<file path="src/rtl/video_ram_wr_arbiter.sv">
// video_ram_wr_arbiter: shares the video index RAM write port between NR
// pixel-compute requesters (round-robin) and a frame-clear sequencer that
// fills addresses 0..IMD-1 with CLR_VAL.
//
// Ports:
//   clk, rst        write clock, asynchronous active-high reset
//   clk_en          clock enable; all state advances only when high
//   clr_start       single-cycle request to start a frame clear
//   clr_busy        high while a clear is in progress
//   clr_done        one-cycle pulse when a clear completes
//   req_vld/adr/dat packed per-requester write requests
//   req_rdy         one-hot grant (combinational)
//   wr_drop         pulse when an accepted request was out of range
//   vram_we/adr_w/dat_w  registered RAM write port
module video_ram_wr_arbiter #(
  parameter int unsigned NR      = 4,
  parameter int unsigned IMAW    = 19,
  parameter int unsigned IMDW    = 8,
  parameter int unsigned IMD     = 480000,
  parameter int unsigned CLR_VAL = 0
) (
  input  logic                 clk,
  input  logic                 rst,
  input  logic                 clk_en,
  input  logic                 clr_start,
  output logic                 clr_busy,
  output logic                 clr_done,
  input  logic [NR-1:0]        req_vld,
  input  logic [NR*IMAW-1:0]   req_adr,
  input  logic [NR*IMDW-1:0]   req_dat,
  output logic [NR-1:0]        req_rdy,
  output logic                 wr_drop,
  output logic                 vram_we,
  output logic [IMAW-1:0]      vram_adr_w,
  output logic [IMDW-1:0]      vram_dat_w
);

  localparam int unsigned PW = (NR > 1) ? $clog2(NR) : 1;

  typedef enum logic {
    ARB   = 1'b0,
    CLEAR = 1'b1
  } state_t;

  state_t          state, state_n;
  logic [PW-1:0]   rr_ptr, rr_ptr_n;
  logic [IMAW-1:0] clr_cnt, clr_cnt_n;
  logic            clr_last, clr_last_n;
  logic            busy_n, done_n, drop_n, we_n;
  logic [IMAW-1:0] adr_n;
  logic [IMDW-1:0] dat_n;

  logic            gnt_vld;
  logic [PW-1:0]   gnt_idx;
  logic [IMAW-1:0] gnt_adr;
  logic [IMDW-1:0] gnt_dat;

  // Rotating-priority search starting at rr_ptr
  always_comb begin : rr_search
    int unsigned idx;
    gnt_vld = 1'b0;
    gnt_idx = '0;
    idx     = 0;
    for (int unsigned k = 0; k < NR; k++) begin
      idx = (32'(rr_ptr) + k) % NR;
      if (!gnt_vld && req_vld[PW'(idx)]) begin
        gnt_vld = 1'b1;
        gnt_idx = PW'(idx);
      end
    end
  end

  assign gnt_adr = req_adr[32'(gnt_idx)*IMAW +: IMAW];
  assign gnt_dat = req_dat[32'(gnt_idx)*IMDW +: IMDW];

  // Grant is withheld while clearing, while a clear is being requested,
  // and when the clock enable is low
  always_comb begin
    req_rdy = '0;
    if (state == ARB && clk_en && !clr_start && gnt_vld) begin
      req_rdy[gnt_idx] = 1'b1;
    end
  end

  // Next-state and registered-output logic
  always_comb begin
    state_n    = state;
    rr_ptr_n   = rr_ptr;
    clr_cnt_n  = clr_cnt;
    clr_last_n = clr_last;
    busy_n     = clr_busy;
    done_n     = 1'b0;
    drop_n     = 1'b0;
    we_n       = 1'b0;
    adr_n      = vram_adr_w;
    dat_n      = vram_dat_w;

    case (state)
      ARB: begin
        if (clr_start) begin
          state_n    = CLEAR;
          clr_cnt_n  = '0;
          clr_last_n = 1'b0;
          busy_n     = 1'b1;
        end else if (gnt_vld) begin
          rr_ptr_n = (32'(gnt_idx) == NR - 1) ? '0 : gnt_idx + PW'(1);
          if (32'(gnt_adr) < IMD) begin
            we_n  = 1'b1;
            adr_n = gnt_adr;
            dat_n = gnt_dat;
          end else begin
            drop_n = 1'b1;
          end
        end
      end

      CLEAR: begin
        // clr_last marks the extra cycle after the final write that
        // reports completion and hands the port back
        if (clr_last) begin
          state_n    = ARB;
          clr_last_n = 1'b0;
          busy_n     = 1'b0;
          done_n     = 1'b1;
        end else begin
          we_n  = 1'b1;
          adr_n = clr_cnt;
          dat_n = IMDW'(CLR_VAL);
          if (clr_cnt == IMAW'(IMD - 1)) begin
            clr_last_n = 1'b1;
          end else begin
            clr_cnt_n = clr_cnt + IMAW'(1);
          end
        end
      end

      default: state_n = ARB;
    endcase
  end

  // State and output registers, advanced only on enabled cycles
  always_ff @(posedge clk or posedge rst) begin
    if (rst) begin
      state      <= ARB;
      rr_ptr     <= '0;
      clr_cnt    <= '0;
      clr_last   <= 1'b0;
      clr_busy   <= 1'b0;
      clr_done   <= 1'b0;
      wr_drop    <= 1'b0;
      vram_we    <= 1'b0;
      vram_adr_w <= '0;
      vram_dat_w <= '0;
    end else if (clk_en) begin
      state      <= state_n;
      rr_ptr     <= rr_ptr_n;
      clr_cnt    <= clr_cnt_n;
      clr_last   <= clr_last_n;
      clr_busy   <= busy_n;
      clr_done   <= done_n;
      wr_drop    <= drop_n;
      vram_we    <= we_n;
      vram_adr_w <= adr_n;
      vram_dat_w <= dat_n;
    end
  end

endmodule

</file>
<file path="config.mk">
export PLATFORM = sky130hd
export DESIGN_NAME = video_ram_wr_arbiter
export DESIGN_NICKNAME = d
export VERILOG_FILES = /design/src/rtl/video_ram_wr_arbiter.sv
export SDC_FILE = /design/constraint.sdc
export NUM_CORES = 1
export LEC_CHECK = 0
export CORE_MARGIN = 3
export CORE_UTILIZATION = 30
export CTS_CLUSTER_SIZE = 25
export DETAILED_ROUTE_END_ITERATION = 12
export HOLD_SLACK_MARGIN = 0.03
export SYNTH_ARGS = -nofsm -noshare
export SYNTH_HDL_FRONTEND = slang
export SYNTH_SLANG_ARGS = --single-unit
export TNS_END_PERCENT = 10
</file>
<file path="constraint.sdc">
create_clock -name clk -period 4.1 [get_ports clk]
set_clock_uncertainty 0.1 [all_clocks]
set_input_delay 1.025 -clock clk [delete_from_list [all_inputs] [get_ports clk]]
set_output_delay 1.025 -clock clk [all_outputs]
set_load 0.02 [all_outputs]
</file>
## After elaboration in Yosys (flattened, before gate mapping)

Cells that the tools add are included.
W data, S select, Z words.

- Input port bits: 116
- Logic and storage cells: 106
- Bits in registers: 54

- Mux-type cells: 54
- Order comparisons: 7
- $mul: 1
- Bitwise gates (word level): 2
- Reductions and logical operators: 16
- Shift-type cells: 2
- Eq/ne operators: 9
- $add $sub $neg: 5

Operator list:

| cell | number |
|---|---|
| $mux W19 | 7 |
| $pmux W19 S2 | 2 |
| $shiftx A76 B8 Y19 | 1 |
| $mux W8 | 4 |
| $shiftx A32 B6 Y8 | 1 |
| $mux W1 | 25 |
| $add A19 B1 Y19 const B | 1 |
| $eq A19 B19 Y1 const B | 1 |
| $lt A19 B19 Y1 const B | 1 |
| $pmux W8 S2 | 1 |
| $lt A2 B3 Y1 const B | 5 |
| $mux W2 | 5 |
| $ne A2 B2 Y1 const B | 5 |
| $bmux W1 S2 | 4 |
| $pmux W1 S2 | 4 |
| $reduce_and A4 Y1 | 2 |
| $logic_and A1 B1 Y1 | 7 |
| $mul A2 B5 Y7 const B | 1 |
| $reduce_and A5 Y1 | 1 |
| $add A2 B1 Y2 const B | 2 |
| $add A2 B2 Y2 const B | 2 |
| $logic_not A1 Y1 | 4 |
| $mux W4 | 1 |
| $ne A2 B1 Y1 const B | 2 |
| other kinds (6) | 7 |

## Logic depth before layout (Yosys ltp)

Gate-level depths: netlist (run 1).

- Word-level depth: 19
- Gate-level depth with buffers: 12
- Depth with buffers taken out: 10

## Least setup slack after synthesis (run 1)

No wires, ideal clock.

- Path kind: input to output
- Start point: in req_vld[0]
- End point: out req_rdy[2]
- Path buffers: 2
- Arrival time: 2.716 ns
- Stages on the path: 6
- Path slack: 0.259 ns
- Path through: a21oi_1 a2bb2oi_1 clkbuf_1 clkbuf_1 ha_1 and2_1

- Word-level cells in the longest chain between the ends: 17

RTL lines:

| element | line | RTL |
|---|---|---|
| start: declaration | 28 | `input logic [NR-1:0] req_vld,` |
| $bmux W1 S2 | 66 | `if (!gnt_vld && req_vld[PW'(idx)]) begin` |
| $mux W1 (implied by the code) | 66 |  |
| $mux W1 | 66 |  |
| $logic_not A1 Y1 | 66 |  |
| $logic_and A1 B1 Y1 | 66 |  |
| $mux W1 | 66 |  |
| $logic_not A1 Y1 | 66 |  |
| $logic_and A1 B1 Y1 | 66 |  |
| $mux W1 | 66 |  |
| $logic_not A1 Y1 | 66 |  |
| $logic_and A1 B1 Y1 | 66 |  |
| $mux W2 | 66 |  |
| $lt A2 B3 Y1 (implied by the code) / $ge A2 B1 Y1 (equally long branches) | 81 | `req_rdy[gnt_idx] = 1'b1;` |
| $logic_and A1 B1 Y1 (implied by the code) | 81 |  |
| $mux W1 (implied by the code) | 81 |  |
| $demux W1 S2 | 81 |  |
| $mux W4 * | 80 | `if (state == ARB && clk_en && !clr_start && gnt_vld) begin` |
| end: declaration | 31 | `output logic [NR-1:0] req_rdy,` |

Mark *: on every way between the ends. The rest lies on a longest branch, timed or not. The select of a mux whose other input is x is not followed.

## Final worst setup path (run 1)

- Start point: in req_vld[2]
- End point: out req_rdy[2]

The elaborated chain is that of the path after synthesis.

==> results.yml, run 1 <==
outcome:
  outcome: "completed"
timing:
  fmax_mhz: 255.5
  rsz0062_at_grt: "no"
  final-max-slew-violation-count: 0
  worst_hold_slack_ns: 0.3871
  period_minus_slack_ns: 3.914
  finalSetupViolations: 0
  hold_viol: 0
  slew_headroom: 0.5396
  worst_slew_pin_slew_ns: 0.6906
  min_period_over_period: 0.9547
global_route:
  grt_antenna_before_repair: 0
  track_usage: 0.1782
  grt_pass1_vias: 3630
  grt_pass1_wl_um: 18880
  overflow: 0
  grt_start_max_net_pins: 55
power_and_ir_drop:
  ir_worst_vdd_mv: 0.1881
  p_per_area_mw_per_mm2: 407.8
  power_leakage_nw: 2.412
routing:
  wl_per_cell_um: 16.48
  antenna_left: 0
  num_vias: 3590
  postRouteWirelength_um: 11980
  dr.pass1.iters: 5
  remaining_drc_errors: 0
  drtIter0Drc: 224
  vias_per_cell: 4.938
placement:
  detailed_place_hpwl_um: 9473
  gp_congestion: 0.8813
  portBuffers: 150
clock_network:
  holdBufCountCts: 0
  cts_root_buf: "clkbuf_16"
  cts_buffer_depth: 2
  clk_latency_ns: 0.29
  numCtsBuffers: 5
  cts.sinks: 54
  tritoncts: "built"
  clk_pin_slew_worst_paths_ns: 0.07
  cts_max_level: 2
logic_synthesis:
  synthSimpleGateAreaFrac: 0.2499
  yosys_warnings: 0
  synth-edff-count: 0
  ys_ff_latch: 54
  synthCells: 425
  yosys_most_used_dff: "dfrtp_1"
  synth_nets: 546
  synthArstFlopShare: 1.000
  synthXorXnorAreaFrac: 0.02485
  synth.distinct_cells: 45
  synthAdderAreaFrac: 0.01775
  avgSynthCellArea_sq_um: 8.293
  synth.area.mux_share: 0.1544
  synth_top_family_by_area: "simple AND/OR/NAND/NOR gates"
  ys_seq_area_frac: 0.3834
  synth_compound_area_frac: 0.1282
  syn-cell-area_sq_mm: 0.003525
floorplanning:
  rows: 38
  ios: 151
  die_w_um: 114.4
  core_sq_mm: 0.01117
  die_area_sq_mm: 0.01309
  die_h_um: 114.4
  start_util: 0.3155
worst_setup_path:
  r2r_slack_ns: 0.87
  ff2ff_path_depth: 11
  r2r_start: "rr_ptr[1]"
  crit_fanout: 9
  crit_type: "in -> out"
  crit_arrival_ns: 2.79
  end_kind: "output pin"
  critPathRequiredTime_ns: 2.97
  rr_endpoint: "vram_adr_w[9]"
  startpoint_type: "input port"
finish:
  insertedDiodeCount: 0
  syn_to_final_growth_pct: 56.27
  final_nets: 707
  fin_util: 0.4929
  drive_above_1_share: 0.09710
hold_path:
  hp-start: "vram_adr_w[0]"
  hp-class: "reg -> reg"
  holdPathStages: 1
  min_to: "vram_adr_w[0]"
flow_run:
  max_cap_viol_count: 0
## flip-flops by register name, indices dropped and copies added (netlist names)
signal,cells
state,1
wr_drop,1
clr_done,1
vram_adr_w,19
clr_busy,1
clr_cnt,19
vram_dat_w,8
clr_last,1
vram_we,1
rr_ptr,2
## worst max-delay path, cell delays in order
cell	delay [ns]
clkdlybuf4s50_1	0.46
mux2i_1	0.18
nor2_1	0.09
nor3_4	0.23
inv_2	0.15
ha_1	0.21
and2_1	0.12
dlygate4sd2_1	0.32
## cells in the mapped netlist (all sizes together) (4+ instances only)
library cell / number / area (sq um)
a21oi: 11 / 55.05
and2: 5 / 31.28
buf: 6 / 33.77
clkbuf: 19 / 71.32
dfrtp: 54 / 1351
ha: 5 / 62.56
inv: 10 / 37.53
mux2: 27 / 304.1
mux2i: 15 / 150.1
mux4: 4 / 90.09
nand2: 123 / 461.7
nand3: 26 / 130.1
nand4: 6 / 37.54
nor2: 17 / 66.32
nor3: 6 / 41.29
o2111ai: 8 / 70.07
o21ai: 35 / 175.2
o22ai: 8 / 50.05
or3: 7 / 43.79
xnor2: 5 / 43.79
xor2: 5 / 43.79
## timing repair
item / 4_1_cts / 5_1_grt
endpoints found under the hold margin: 0 / 0
setup buffers: 0 / 0
setup endpoints to repair: 4 / 0
gates resized for setup: 5 / 0
## where the power goes
group          internal (mW)  switching, mW  total (mW)
registers              0.623         0.0842       0.708
logic                  0.503          0.547        1.05
clock network          0.292          0.197       0.488
## layer usage
metal  share of wire  vias up  global-route usage
met2            0.48       93              0.2953
li1                -     1798                   -
met1            0.46     1688              0.2524
met3           0.048       11             0.01533
met4           0.015        0             0.04196
met5               0        -                   0
## through the flow
stage	TNS (ns)	setup WS [ns]	instance area [sq um]	instances	total power [mW]
6_report	0	0.1859	5508	727	2.246
5_1_grt	0	0.009738	5508	727	2.391
4_1_cts	0	0.1692	5508	727	2.266
3_5_place_dp	-2.172	-0.1318	5335	719	1.769
3_3_place_gp	-1.166	-0.1150	5335	719	1.754
2_1_floorplan	0	0.2587	3525	425	1.290
## cells in the final DEF (no fill, tap or decap), types with 11 or more instances in the layout
cell type	netlist	final
dfrtp_1	54	54
mux2_1	19	19
buf_4	2	29
clkdlybuf4s50_1	0	146
nor2_1	16	16
nand2_1	123	123
a21oi_1	11	11
mux2i_1	15	15
o21ai_0	34	34
nand3_1	26	26
## cells by family after synthesis
family | Yosys count
flops | 54
mux | 46
fa+ha+maj | 5
xor+xnor | 10
compound gates | 74
simple gates | 200
buf+inv | 36
## final cells by class
type                    instances  area, sq um
fillers                      1059         5665
multi-input cells             335         2053
repair buffers                179         1714
flip-flops and latches         54         1351
well taps                     140        175.2
clock buffers                   5        125.1
clock inverters                 3        47.55
inverters                      11        41.29
## worst max-delay path by stage
stage | start | endpoint | slack (ns) | cells after the start
final | req_vld[2] | req_rdy[2] | 0.19 | 8
after CTS | req_vld[2] | req_rdy[0] | 0.17 | 8
after detailed placement | req_vld[2] | req_rdy[0] | -0.13 | 7
after floorplan | req_vld[0] | req_rdy[2] | 0.26 | 6
after global routing | req_vld[0] | vram_adr_w[13] | 0.01 | 12
after global placement | req_vld[2] | req_rdy[2] | -0.12 | 7
(Power assumes the default switching activity.)
==> inputs of run 2 (changes only) <==
--- a/config.mk
+++ b/config.mk
@@ -10,6 +10,7 @@
 export CTS_CLUSTER_SIZE = 25
 export DETAILED_ROUTE_END_ITERATION = 12
 export HOLD_SLACK_MARGIN = 0.03
+export PLACE_DENSITY = 0.67
 export SYNTH_ARGS = -nofsm -noshare
 export SYNTH_HDL_FRONTEND = slang
 export SYNTH_SLANG_ARGS = --single-unit
==> results.yml, run 2 (synthesis results as in run 1) <==
global_route:
  grt_start_max_net_pins: 55
  grt_pass1_vias: 3743
  track_usage: 0.1765
  grt_antenna_before_repair: 0
  grt_pass1_wl_um: 18680
  overflow: 0
hold_path:
  hp-start: "vram_we"
  hp-class: "reg -> reg"
  holdPathStages: 1
  min_to: "vram_we"
finish:
  final_cells: 726
  top_regs: "clr_cnt (19), vram_adr_w (19), vram_dat_w (8)"
  syn_to_final_growth_pct: 56.62
  final_common_cell: "clkdlybuf4s50_1"
  fill_cells: 1047
  fin_util: 0.4941
  final_nets: 706
  layout_common_cells: "clkdlybuf4s50_1, nand2_1, dfrtp_1"
  drive_above_1_share: 0.09556
  final_design_area_no_fill_sq_mm: 0.005520
  insertedDiodeCount: 0
worst_setup_path:
  ff2ff_path_depth: 11
  crit_type: "in -> out"
  r2r_slack_ns: 0.82
  end_kind: "output pin"
  crit_start: "req_vld[1]"
  critPathRequiredTime_ns: 2.97
  r2r_start: "rr_ptr[1]"
  startpoint_type: "input port"
  crit_fanout: 5
  crit_arrival_ns: 2.88
  rr_endpoint: "vram_adr_w[3]"
clock_network:
  cts_max_level: 2
  numCtsBuffers: 5
  tritoncts: "built"
  cts_root_buf: "clkbuf_16"
  cts_buffer_depth: 2
  clk_latency_ns: 0.29
  clk_pin_slew_worst_paths_ns: 0.06
  cts.sinks: 54
  holdBufCountCts: 0
floorplanning:
  die_w_um: 114.4
  die_h_um: 114.4
  start_util: 0.3155
  die_area_sq_mm: 0.01309
  core_sq_mm: 0.01117
  ios: 151
  rows: 38
timing:
  fmax_mhz: 249.9
  period_minus_slack_ns: 4.002
  final-max-slew-violation-count: 0
  finalSetupViolations: 0
  worst_slew_pin_slew_ns: 1.094
  hold_viol: 0
  slew_headroom: 0.2710
  min_period_over_period: 0.9760
  rsz0062_at_grt: "no"
placement:
  detailed_place_hpwl_um: 9641
  portBuffers: 150
  placed_cell_area_sq_mm: 0.005340
  gp_congestion: 0.9016
  dpl.cell_count: 718
power_and_ir_drop:
  p_per_area_mw_per_mm2: 408.1
  p_int_mw: 1.425
  seqPwrFrac: 0.313
  power.total_mw: 2.253
  ir_worst_vdd_mv: 0.2024
  power_leakage_nw: 2.414
  p_comb_frac: 0.473
  pwr-share-clk: 0.214
  power.net_switching_mw: 0.8275
  power.share.switching: 0.3673
routing:
  vias_per_cell: 5.116
  num_vias: 3714
  postRouteWirelength_um: 11860
  drtIter0Drc: 265
  wl_per_cell_um: 16.33
  dr.pass1.iters: 5
  antenna_left: 0
  remaining_drc_errors: 0
flow_run:
  max_cap_viol_count: 0
outcome:
  outcome: "completed"
==> run 2: power by group through the flow <==
stage,combinational (mW),clock [mW],sequential (mW)
floorplan,0.527,0,0.763
global placement,1.04,0,0.711
detailed placement,1.06,0,0.713
CTS,1.07,0.494,0.705
global route,1.16,0.520,0.718
finish,1.07,0.482,0.705
==> run 2: final cells by class <==
| type | instances | area, sq um | share of cell area |
|---|---|---|---|
| multi-input combinational | 335 | 2053 | 0.3719 |
| tap | 140 | 175.2 | 0.03173 |
| inverter | 11 | 41.29 | 0.007480 |
| timing repair buffer | 178 | 1727 | 0.3128 |
| clock inverter | 3 | 47.55 | 0.008613 |
| sequential | 54 | 1351 | 0.2448 |
| clock buffer | 5 | 125.1 | 0.02267 |
==> run 2: through the flow <==
stage / setup slack (ns) / hold slack (ns) / setup TNS [ns]
2_1_floorplan: 0.2587 / 0.3792 / 0
3_3_place_gp: -0.06623 / 0.3737 / -1.279
3_5_place_dp: -0.1606 / 0.3729 / -2.777
4_1_cts: 0.1302 / 0.3878 / 0
5_1_grt: 0.002951 / 0.4054 / 0
6_report: 0.09821 / 0.3827 / 0
==> run 2: worst max-delay path by stage <==
stage,to,cells after the start
after floorplan,req_rdy[2],6
after CTS,req_rdy[0],8
after global placement,vram_adr_w[9],12
after detailed placement,vram_adr_w[3],12
after global routing,req_rdy[1],8
final,req_rdy[0],8
==> run 2: timing repair <==
| action | in CTS | in global routing |
|---|---|---|
| gates cloned | 0 | 0 |
| setup buffers | 0 | 0 |
| hold endpoints to repair | 0 | 0 |
| resized for setup | 5 | 2 |
| endpoints found under the setup margin | 4 | 19 |
==> run 2: per-layer routing <==
metal	part of all wire	global-route usage	up-vias
li1	-	-	1799
met1	0.41	0.2272	1775
met2	0.50	0.3031	116
met3	0.056	0.02326	24
met4	0.027	0.06176	0
met5	0	0	-
==> run 2: worst max-delay path, stage by stage <==
cell and delay [ns]:
clkdlybuf4s50_1 0.48, buf_4 0.18, a21oi_1 0.21, a2bb2oi_4 0.23, inv_1 0.11, ha_1 0.19, and2_1 0.13, dlygate4sd2_1 0.32
